===== src/rtl/cpu_pkg.sv =====
`default_nettype none
// ============================================================================
// Module      : cpu_pkg
// Description : Shared memory-size encodings and arbiter state type.
// Revision    : 1.0 - initial release
// ============================================================================
package cpu_pkg;

    localparam logic [1:0] MEM_SZ_NONE = 2'b00;
    localparam logic [1:0] MEM_SZ_BYTE = 2'b01;
    localparam logic [1:0] MEM_SZ_HALF = 2'b10;
    localparam logic [1:0] MEM_SZ_WORD = 2'b11;

    typedef enum logic [1:0] {
        ARB_IDLE   = 2'd0,
        ARB_I_BUSY = 2'd1,
        ARB_D_BUSY = 2'd2,
        ARB_RESP   = 2'd3
    } arb_state_e;

endpackage
`default_nettype wire


===== src/rtl/mem_align_check.sv =====
`default_nettype none
// ============================================================================
// Module      : mem_align_check
// Description : Flags data accesses whose address is not aligned to their size.
// Revision    : 1.0 - initial release
// ============================================================================
module mem_align_check
    import cpu_pkg::*;
(
    input  logic [1:0] addr_lo_i,
    input  logic [1:0] size_i,
    input  logic       read_i,
    output logic       misaligned_o
);

    logic [1:0] w_size;

    // Loads carry no size of their own and are always full-word accesses.
    assign w_size = (size_i == MEM_SZ_NONE && read_i) ? MEM_SZ_WORD : size_i;

    assign misaligned_o = ((w_size == MEM_SZ_HALF) && addr_lo_i[0]) ||
                          ((w_size == MEM_SZ_WORD) && (addr_lo_i != 2'b00));

endmodule
`default_nettype wire


===== src/rtl/memory_port_arbiter.sv =====
`default_nettype none
// ============================================================================
// Module      : memory_port_arbiter
// Description : Shares one memory port between fetch and data requesters.
// Revision    : 1.0 - initial release
// ============================================================================
module memory_port_arbiter
    import cpu_pkg::*;
#(
    parameter int ADDR_W       = 32,
    parameter int DATA_W       = 32,
    parameter int STARVE_LIMIT = 4
) (
    input  logic              clk,
    input  logic              rst,
    input  logic              i_req,
    input  logic [ADDR_W-1:0] i_addr,
    input  logic              i_flush,
    output logic              i_ack,
    output logic [DATA_W-1:0] i_rdata,
    input  logic              d_req,
    input  logic [ADDR_W-1:0] d_addr,
    input  logic              d_read,
    input  logic [1:0]        d_write,
    input  logic [DATA_W-1:0] d_wdata,
    output logic              d_ack,
    output logic [DATA_W-1:0] d_rdata,
    output logic              d_err,
    output logic              mem_valid,
    output logic [ADDR_W-1:0] mem_addr,
    output logic              mem_read,
    output logic [1:0]        mem_write,
    output logic [DATA_W-1:0] mem_wdata,
    input  logic              mem_ready,
    input  logic [DATA_W-1:0] mem_rdata
);

    localparam int                    c_starve_w   = $clog2(STARVE_LIMIT + 1);
    localparam logic [c_starve_w-1:0] c_starve_max = c_starve_w'(STARVE_LIMIT);

    arb_state_e            state_q, state_d;
    logic [c_starve_w-1:0] starve_q, starve_d;
    logic                  cancel_q, cancel_d;
    logic                  is_fetch_q, is_fetch_d;
    logic                  err_q, err_d;
    logic [DATA_W-1:0]     rdata_q, rdata_d;
    logic                  mem_valid_q, mem_valid_d;
    logic [ADDR_W-1:0]     mem_addr_q, mem_addr_d;
    logic                  mem_read_q, mem_read_d;
    logic [1:0]            mem_write_q, mem_write_d;
    logic [DATA_W-1:0]     mem_wdata_q, mem_wdata_d;

    logic w_misaligned;
    logic w_grant_fetch;

    mem_align_check u_align (
        .addr_lo_i    (d_addr[1:0]),
        .size_i       (d_write),
        .read_i       (d_read),
        .misaligned_o (w_misaligned)
    );

    // A flushed fetch is never granted; a starved fetch beats a waiting data request.
    assign w_grant_fetch = i_req && !i_flush && (!d_req || (starve_q == c_starve_max));

    always_comb begin
        state_d     = state_q;
        starve_d    = starve_q;
        cancel_d    = cancel_q;
        is_fetch_d  = is_fetch_q;
        err_d       = err_q;
        rdata_d     = rdata_q;
        mem_valid_d = mem_valid_q;
        mem_addr_d  = mem_addr_q;
        mem_read_d  = mem_read_q;
        mem_write_d = mem_write_q;
        mem_wdata_d = mem_wdata_q;
        unique case (state_q)
            ARB_IDLE: begin
                if (!i_req) begin
                    starve_d = '0;
                end
                if (w_grant_fetch) begin
                    state_d     = ARB_I_BUSY;
                    starve_d    = '0;
                    cancel_d    = 1'b0;
                    is_fetch_d  = 1'b1;
                    mem_valid_d = 1'b1;
                    mem_addr_d  = i_addr & ~ADDR_W'(3);
                    mem_read_d  = 1'b1;
                    mem_write_d = MEM_SZ_NONE;
                    mem_wdata_d = '0;
                end else if (d_req) begin
                    is_fetch_d = 1'b0;
                    if (i_req && (starve_q != c_starve_max)) begin
                        starve_d = starve_q + 1'b1;
                    end
                    if (w_misaligned) begin
                        err_d   = 1'b1;
                        state_d = ARB_RESP;
                    end else if (!d_read && (d_write == MEM_SZ_NONE)) begin
                        state_d = ARB_RESP;
                    end else begin
                        state_d     = ARB_D_BUSY;
                        mem_valid_d = 1'b1;
                        mem_addr_d  = d_addr;
                        mem_read_d  = d_read;
                        mem_write_d = d_write;
                        mem_wdata_d = d_wdata;
                    end
                end
            end
            ARB_I_BUSY, ARB_D_BUSY: begin
                if ((state_q == ARB_I_BUSY) && i_flush) begin
                    cancel_d = 1'b1;
                end
                if (mem_ready) begin
                    rdata_d     = mem_rdata;
                    mem_valid_d = 1'b0;
                    state_d     = ARB_RESP;
                end
            end
            ARB_RESP: begin
                state_d  = ARB_IDLE;
                cancel_d = 1'b0;
                err_d    = 1'b0;
            end
            default: state_d = ARB_IDLE;
        endcase
    end

    always_ff @(posedge clk or posedge rst) begin
        if (rst) begin
            state_q     <= ARB_IDLE;
            starve_q    <= '0;
            cancel_q    <= 1'b0;
            is_fetch_q  <= 1'b0;
            err_q       <= 1'b0;
            rdata_q     <= '0;
            mem_valid_q <= 1'b0;
            mem_addr_q  <= '0;
            mem_read_q  <= 1'b0;
            mem_write_q <= MEM_SZ_NONE;
            mem_wdata_q <= '0;
        end else begin
            state_q     <= state_d;
            starve_q    <= starve_d;
            cancel_q    <= cancel_d;
            is_fetch_q  <= is_fetch_d;
            err_q       <= err_d;
            rdata_q     <= rdata_d;
            mem_valid_q <= mem_valid_d;
            mem_addr_q  <= mem_addr_d;
            mem_read_q  <= mem_read_d;
            mem_write_q <= mem_write_d;
            mem_wdata_q <= mem_wdata_d;
        end
    end

    // A flush arriving during the response cycle still cancels the fetch.
    assign i_ack     = (state_q == ARB_RESP) && is_fetch_q && !cancel_q && !i_flush;
    assign d_ack     = (state_q == ARB_RESP) && !is_fetch_q && !err_q;
    assign d_err     = (state_q == ARB_RESP) && !is_fetch_q && err_q;
    assign i_rdata   = rdata_q;
    assign d_rdata   = rdata_q;
    assign mem_valid = mem_valid_q;
    assign mem_addr  = mem_addr_q;
    assign mem_read  = mem_read_q;
    assign mem_write = mem_write_q;
    assign mem_wdata = mem_wdata_q;

endmodule
`default_nettype wire


===== config.mk =====
export PLATFORM = sky130hd
export DESIGN_NAME = memory_port_arbiter
export DESIGN_NICKNAME = d
export VERILOG_FILES = /design/src/rtl/cpu_pkg.sv /design/src/rtl/mem_align_check.sv /design/src/rtl/memory_port_arbiter.sv
export SDC_FILE = /design/constraint.sdc
export NUM_CORES = 1
export LEC_CHECK = 0
export BUFFER_PORTS_ARGS = -buffer_cell sky130_fd_sc_hd__buf_4
export CORE_UTILIZATION = 46
export CTS_BUF_LIST = sky130_fd_sc_hd__clkbuf_8
export DETAILED_ROUTE_END_ITERATION = 8
export HOLD_SLACK_MARGIN = 0.15
export PLACE_DENSITY = 0.93
export SLEW_MARGIN = 20
export SYNTH_ARGS = -nofsm -noshare
export SYNTH_HDL_FRONTEND = slang
export SYNTH_SLANG_ARGS = --single-unit

===== constraint.sdc =====
create_clock -name clk -period 3.7 [get_ports clk]
set_input_delay 0.185 -clock clk [delete_from_list [all_inputs] [get_ports clk]]
set_output_delay 0.185 -clock clk [all_outputs]
set_load 0.1 [all_outputs]

; Word-level counts from Yosys, hierarchy flattened
; Cells that the tools add are included.
[classes]
shift = 0
n_eq_ne = 18
n_addsub = 1
n_lt_le_gt_ge = 0
n_mul = 0
mux = 42
n_bitwise = 0
div = 0
reduce_logical = 36
[op_table]
columns = cell, n
row1 = 32-bit 2-to-1 mux, 8
row2 = 1-bit 2-to-1 mux, 18
row3 = 2-bit 2-to-1 mux, 8
row4 = 1-bit logical AND, 14
row5 = "2-bit != test, second input constant", 7
row6 = 3-bit 2-to-1 mux, 4
row7 = "3-bit != test, second input constant", 4
row8 = "2-bit == test, second input constant", 4
row9 = 2-bit AND reduction, 4
row10 = 4-bit AND reduction, 2
row11 = 2-bit nonzero test, 4
row12 = 1-bit zero test, 6
row13 = 2-bit case mux with 3 select lines, 1
row14 = 5-bit AND reduction, 1
row15 = 2-bit zero test, 2
row16 = 1-bit case mux with 2 select lines, 2
row17 = "3-bit by 1-bit adder with 3-bit output, second input constant", 1
row18 = "3-bit == test, second input constant", 1
row19 = 1-bit case mux with 3 select lines, 1
row20 = "2-bit by 1-bit == test with 1-bit output, second input constant", 1
row21 = 1-bit logical OR, 2
row22 = "2-bit by 1-bit != test with 1-bit output, second input constant", 1
row23 = 2-bit OR reduction, 1
[word_totals]
rom_bits = 0
ff_bits = 108
elab_cells = 108
mem_count = 0
input_bits = 137
out_inout_bits = 135
ramBits = 0
latch_bits = 0

; Logic depth before layout (Yosys ltp)
[depth]
depth_word = 10
ltp_mapped = 9

; Modules after synthesis
; From an unflattened synthesis, not the netlist that was laid out.
[hier_totals]
hier_cells = 362
area_unflattened_um2 = 4787.1
[by_module_without_submodules]
columns = module, n_inst, area_per_inst_um2, cells_per_inst
row1 = memory_port_arbiter, 1, 4763.3, 357
row2 = mem_align_check, 1, 23.8, 5

; Worst setup path after synthesis
; No wires, ideal clock.
[synth_path]
kind = register to output
startpoint = register state_q[0]
endpoint = output i_ack
arrival_time_ns = 3.750
slack_ns = -0.235
required_time_ns = 3.515
path_stages_with_launch = 4
cell_sequence = dfrtp_1 ha_1 inv_1 nor4b_1
[synth_between]
elab_chain_len = 4
[synth_rtl]
columns = element, line
row1 = "start, declared", memory_port_arbiter.sv:41  ; arb_state_e state_q, state_d;
row2 = "start signal, assigned", memory_port_arbiter.sv:146  ; state_q <= state_d;
row3 = 2-bit == test, memory_port_arbiter.sv:161  ; assign i_ack = (state_q == ARB_RESP) && is_fetch_q && !cancel_q && !i_flush;
row4 = 1-bit logical AND (3 in a row), memory_port_arbiter.sv:161
row5 = "end, declared", memory_port_arbiter.sv:19  ; output logic i_ack,
; No other way between the ends.

; Final worst setup path
[layout_path]
startpoint = register starve_q[0]
endpoint = register mem_wdata_q[3], in the netlist mem_wdata[3]
[layout_between]
elab_chain_len = 5
elab_cells_between_ends = 8
classes_between = eq/ne (3) / mux (1) / reduce/logical (4)
[layout_rtl]
columns = element, line
row1 = "start, declared", memory_port_arbiter.sv:42  ; logic [c_starve_w-1:0] starve_q, starve_d;
row2 = "start signal, assigned", memory_port_arbiter.sv:147  ; starve_q <= starve_d;
row3 = 3-bit == test (*), memory_port_arbiter.sv:64  ; assign w_grant_fetch = i_req && !i_flush && (!d_req || (starve_q == c_starve_max));
row4 = 1-bit logical OR (*), memory_port_arbiter.sv:64
row5 = 1-bit logical AND (*), memory_port_arbiter.sv:64
row6 = 2-bit != test (no source line) or 2-bit nonzero test (tied branches), --
row7 = 4-bit AND reduction (no source line), --
row8 = "end signal, assigned", memory_port_arbiter.sv:156  ; mem_wdata_q <= mem_wdata_d;
row9 = "end, declared", memory_port_arbiter.sv:51  ; logic [DATA_W-1:0] mem_wdata_q, mem_wdata_d;
; Every way passes the cells marked *; elsewhere a longest branch is shown, timed or not.
; A chain may end at the register's enable or synchronous reset.

==> out/metrics.cfg <==
[grt]
grt_pass1_wl_mm=26.9
grt.overflow.total=0
grt_max_degree=84
antenna_found_initial=1
grt_pass1_vias=5101
grt_util_all_layers_pct=31.3

[logic_synthesis]
synth_top_area_share_pct=54.1
ys_seq_elements=108
synth_simple_gate_area_share_pct=2.58
synth_mux_area_share_pct=8.19
synth_top_family_by_area=compound AO/OA/AOI/OAI gates
synth_area_um2=4990
synthCells=401
synth.avg_cell_area_um2=12.5
synth_compound_area_share_pct=23.7
yosysTopAreaCell=dfrtp_1
ys_dominant_reg_cell=dfrtp_1
synthTopCellsByCount=dfrtp_1 (108), a21oi_1 (35), a22o_1 (35), buf_4 (35), a2bb2oi_1 (31)
synth_xor_area_share_pct=0.175
ys_seq_area_share_pct=54.1
synth_area_leaders=dfrtp_1 (54%), a22o_1 (6.1%), a2bb2oi_1 (5.4%), mux2_1 (5.4%), buf_4 (5.3%)
synth-adder-area-share_pct=1.75
synth_cell_types=41
synth_warnings=0
synthMostInstantiatedCell=dfrtp_1
async_reset_ff_share_pct=100
synth-edff-count=0
syn_nets=545

[critical_path]
cp_max_fo=36
cp.arrival_ns=3.04
crit_path_end_kind=flop
crit_type=reg -> reg
required_ns=3.97
critPathLaunchType=flop

[cts]
cts_sinks=108
postCtsSetupRepairBufs=0
clock_latency_ns=0.40
clk_root_buffer_cell=clkbuf_8
clk_pin_slew_ns=0.11
clockBufferDepth=2
cts_tree=done
cts_buffers=9
htree_levels=3

[drt]
drc=0
vias_per_cell=5.61
drtPass1Iterations=6
drt_iter0_markers=274
routed_wl_mm=17.5
vias=4849
wire_per_inst_um=20.2
drtAntennaViolNets=0

[die]
die_h_um=106
ios=272
core-area_um2=10400
die-area_um2=11300
core.rowCount=37
start_util_pct=47.9
die_w_um=106

[timing]
setup_ws_ns=0.929
report.final.slew_viol_count=0
worst_pin_slew_ns=1.03
hold-worst-slack_ns=0.170
fin_tns_setup_ns=0
final.period_utilization_pct=74.9
hold_viol=0
rsz0062_at_grt=no
post-route-min-period_ns=2.77
final.setup_skew_ns=0.0223
finalSetupViolations=0
timing.fmax_mhz=361
slew-limit-headroom_pct=31.1

[placed_design]
port_buffers=269
hpwl_mm=10.3
dp_slack_ns=0.982
place_inst=748
gp_congestion=0.847

[finish]
register_area_um2=2700
multiInputGateArea_um2=1830
drive_above_1_share_pct=42.6
fill_cells=609
final_cells=864
nets=866
synthToLayoutAreaGrowth_pct=60.0

[run]
max_cap_viol_count=0

[worst_hold_path]
hold_class=in -> reg

[status]
status=completed

## worst paths after layout
check | startpoint | end | slack (ns) | cells past startpoint
max | starve_q[0]$_DFFE_PP0N_ | mem_wdata[3]$_DFFE_PP0P_ | 0.93 | 6
min | i_addr[4] | mem_addr[4]$_DFFE_PP0P_ | 0.17 | 3
max reg2reg | starve_q[0]$_DFFE_PP0N_ | mem_wdata[3]$_DFFE_PP0P_ | 0.93 | 6
min reg2reg | mem_wdata[15]$_DFFE_PP0P_ | mem_wdata[15]$_DFFE_PP0P_ | 0.52 | 1
max in group asynchronous | rst | d_rdata[16]$_DFFE_PP0P_ | 2.39 | 4
min in group asynchronous | rst | d_rdata[13]$_DFFE_PP0P_ | 0.50 | 3
## kinds of logic after synthesis
family | count (synthesis)
xor gates and xnor gates | 1
adders and majority gates | 7
DFF | 108
muxes | 36
and+or+nand+nor | 23
AOI/OAI and AO/OA | 151
buffers and inverters | 75
## placed cells by master (no fill, tap or decap), types with 3 or more instances in the layout
master | netlist | final
inv_6 | 0 | 4
o21ai_0 | 5 | 5
inv_1 | 11 | 11
clkbuf_8 | 0 | 9
o2bb2ai_1 | 30 | 30
buf_4 | 35 | 275
nor2_1 | 3 | 3
nand2_1 | 7 | 7
a2bb2oi_1 | 31 | 31
dlygate4sd3_1 | 0 | 99
a22o_1 | 35 | 35
a21oi_1 | 35 | 35
mux2_2 | 11 | 11
mux2_1 | 24 | 24
ha_1 | 7 | 7
dfrtp_1 | 108 | 108
## per-stage QoR
step / utilization [%] / cell area [µm²]
finish: 76.7 / 7990
global route: 76.7 / 7990
CTS: 76.6 / 7980
detailed placement: 65.4 / 6810
global placement: 65.4 / 6810
floorplan: - / 5000
## critical path: stages, from the launching register on
cell and delay [ns]:
dfrtp_1 0.42, inv_1 0.07, ha_1 0.18, a21bo_2 0.56
nand2_1 0.60, and3_4 0.52, a22o_1 0.29
## registers in the layout, indices dropped and copies added, names as in the netlist, 2 cells and up
name,cells
mem_addr,32
mem_wdata,32
mem_write,2
d_rdata,32
starve_q,3
state_q,2
## layer usage
layer	vias up	wire [µm]	track usage (%)
met2	312	9340	56.9
li1	2095	-	-
met4	0	731	16.3
met1	2376	6150	34.2
met5	-	0	0
met3	66	1250	6.44
## layout make-up
class | count | area share (%)
Antenna cell | 1 | 0.0313
Clock buffer | 9 | 1.55
Clock inverter | 7 | 0.736
Inverter | 11 | 0.580
Multi-Input combinational cell | 218 | 22.9
Sequential cell | 108 | 33.8
Tap cell | 136 | 2.13
Timing Repair Buffer | 374 | 38.3
## repair_timing
action / 4_1_cts / 5_1_grt
hold buffers: 99 / 0
endpoints found under the setup margin: 0 / 0
hold endpoints to repair: 181 / 0
gates resized for setup: 0 / 0
Power is left out: the tool's default activity adds up to more than one toggle a clock period on the data nets, which glitch-free logic cannot reach.
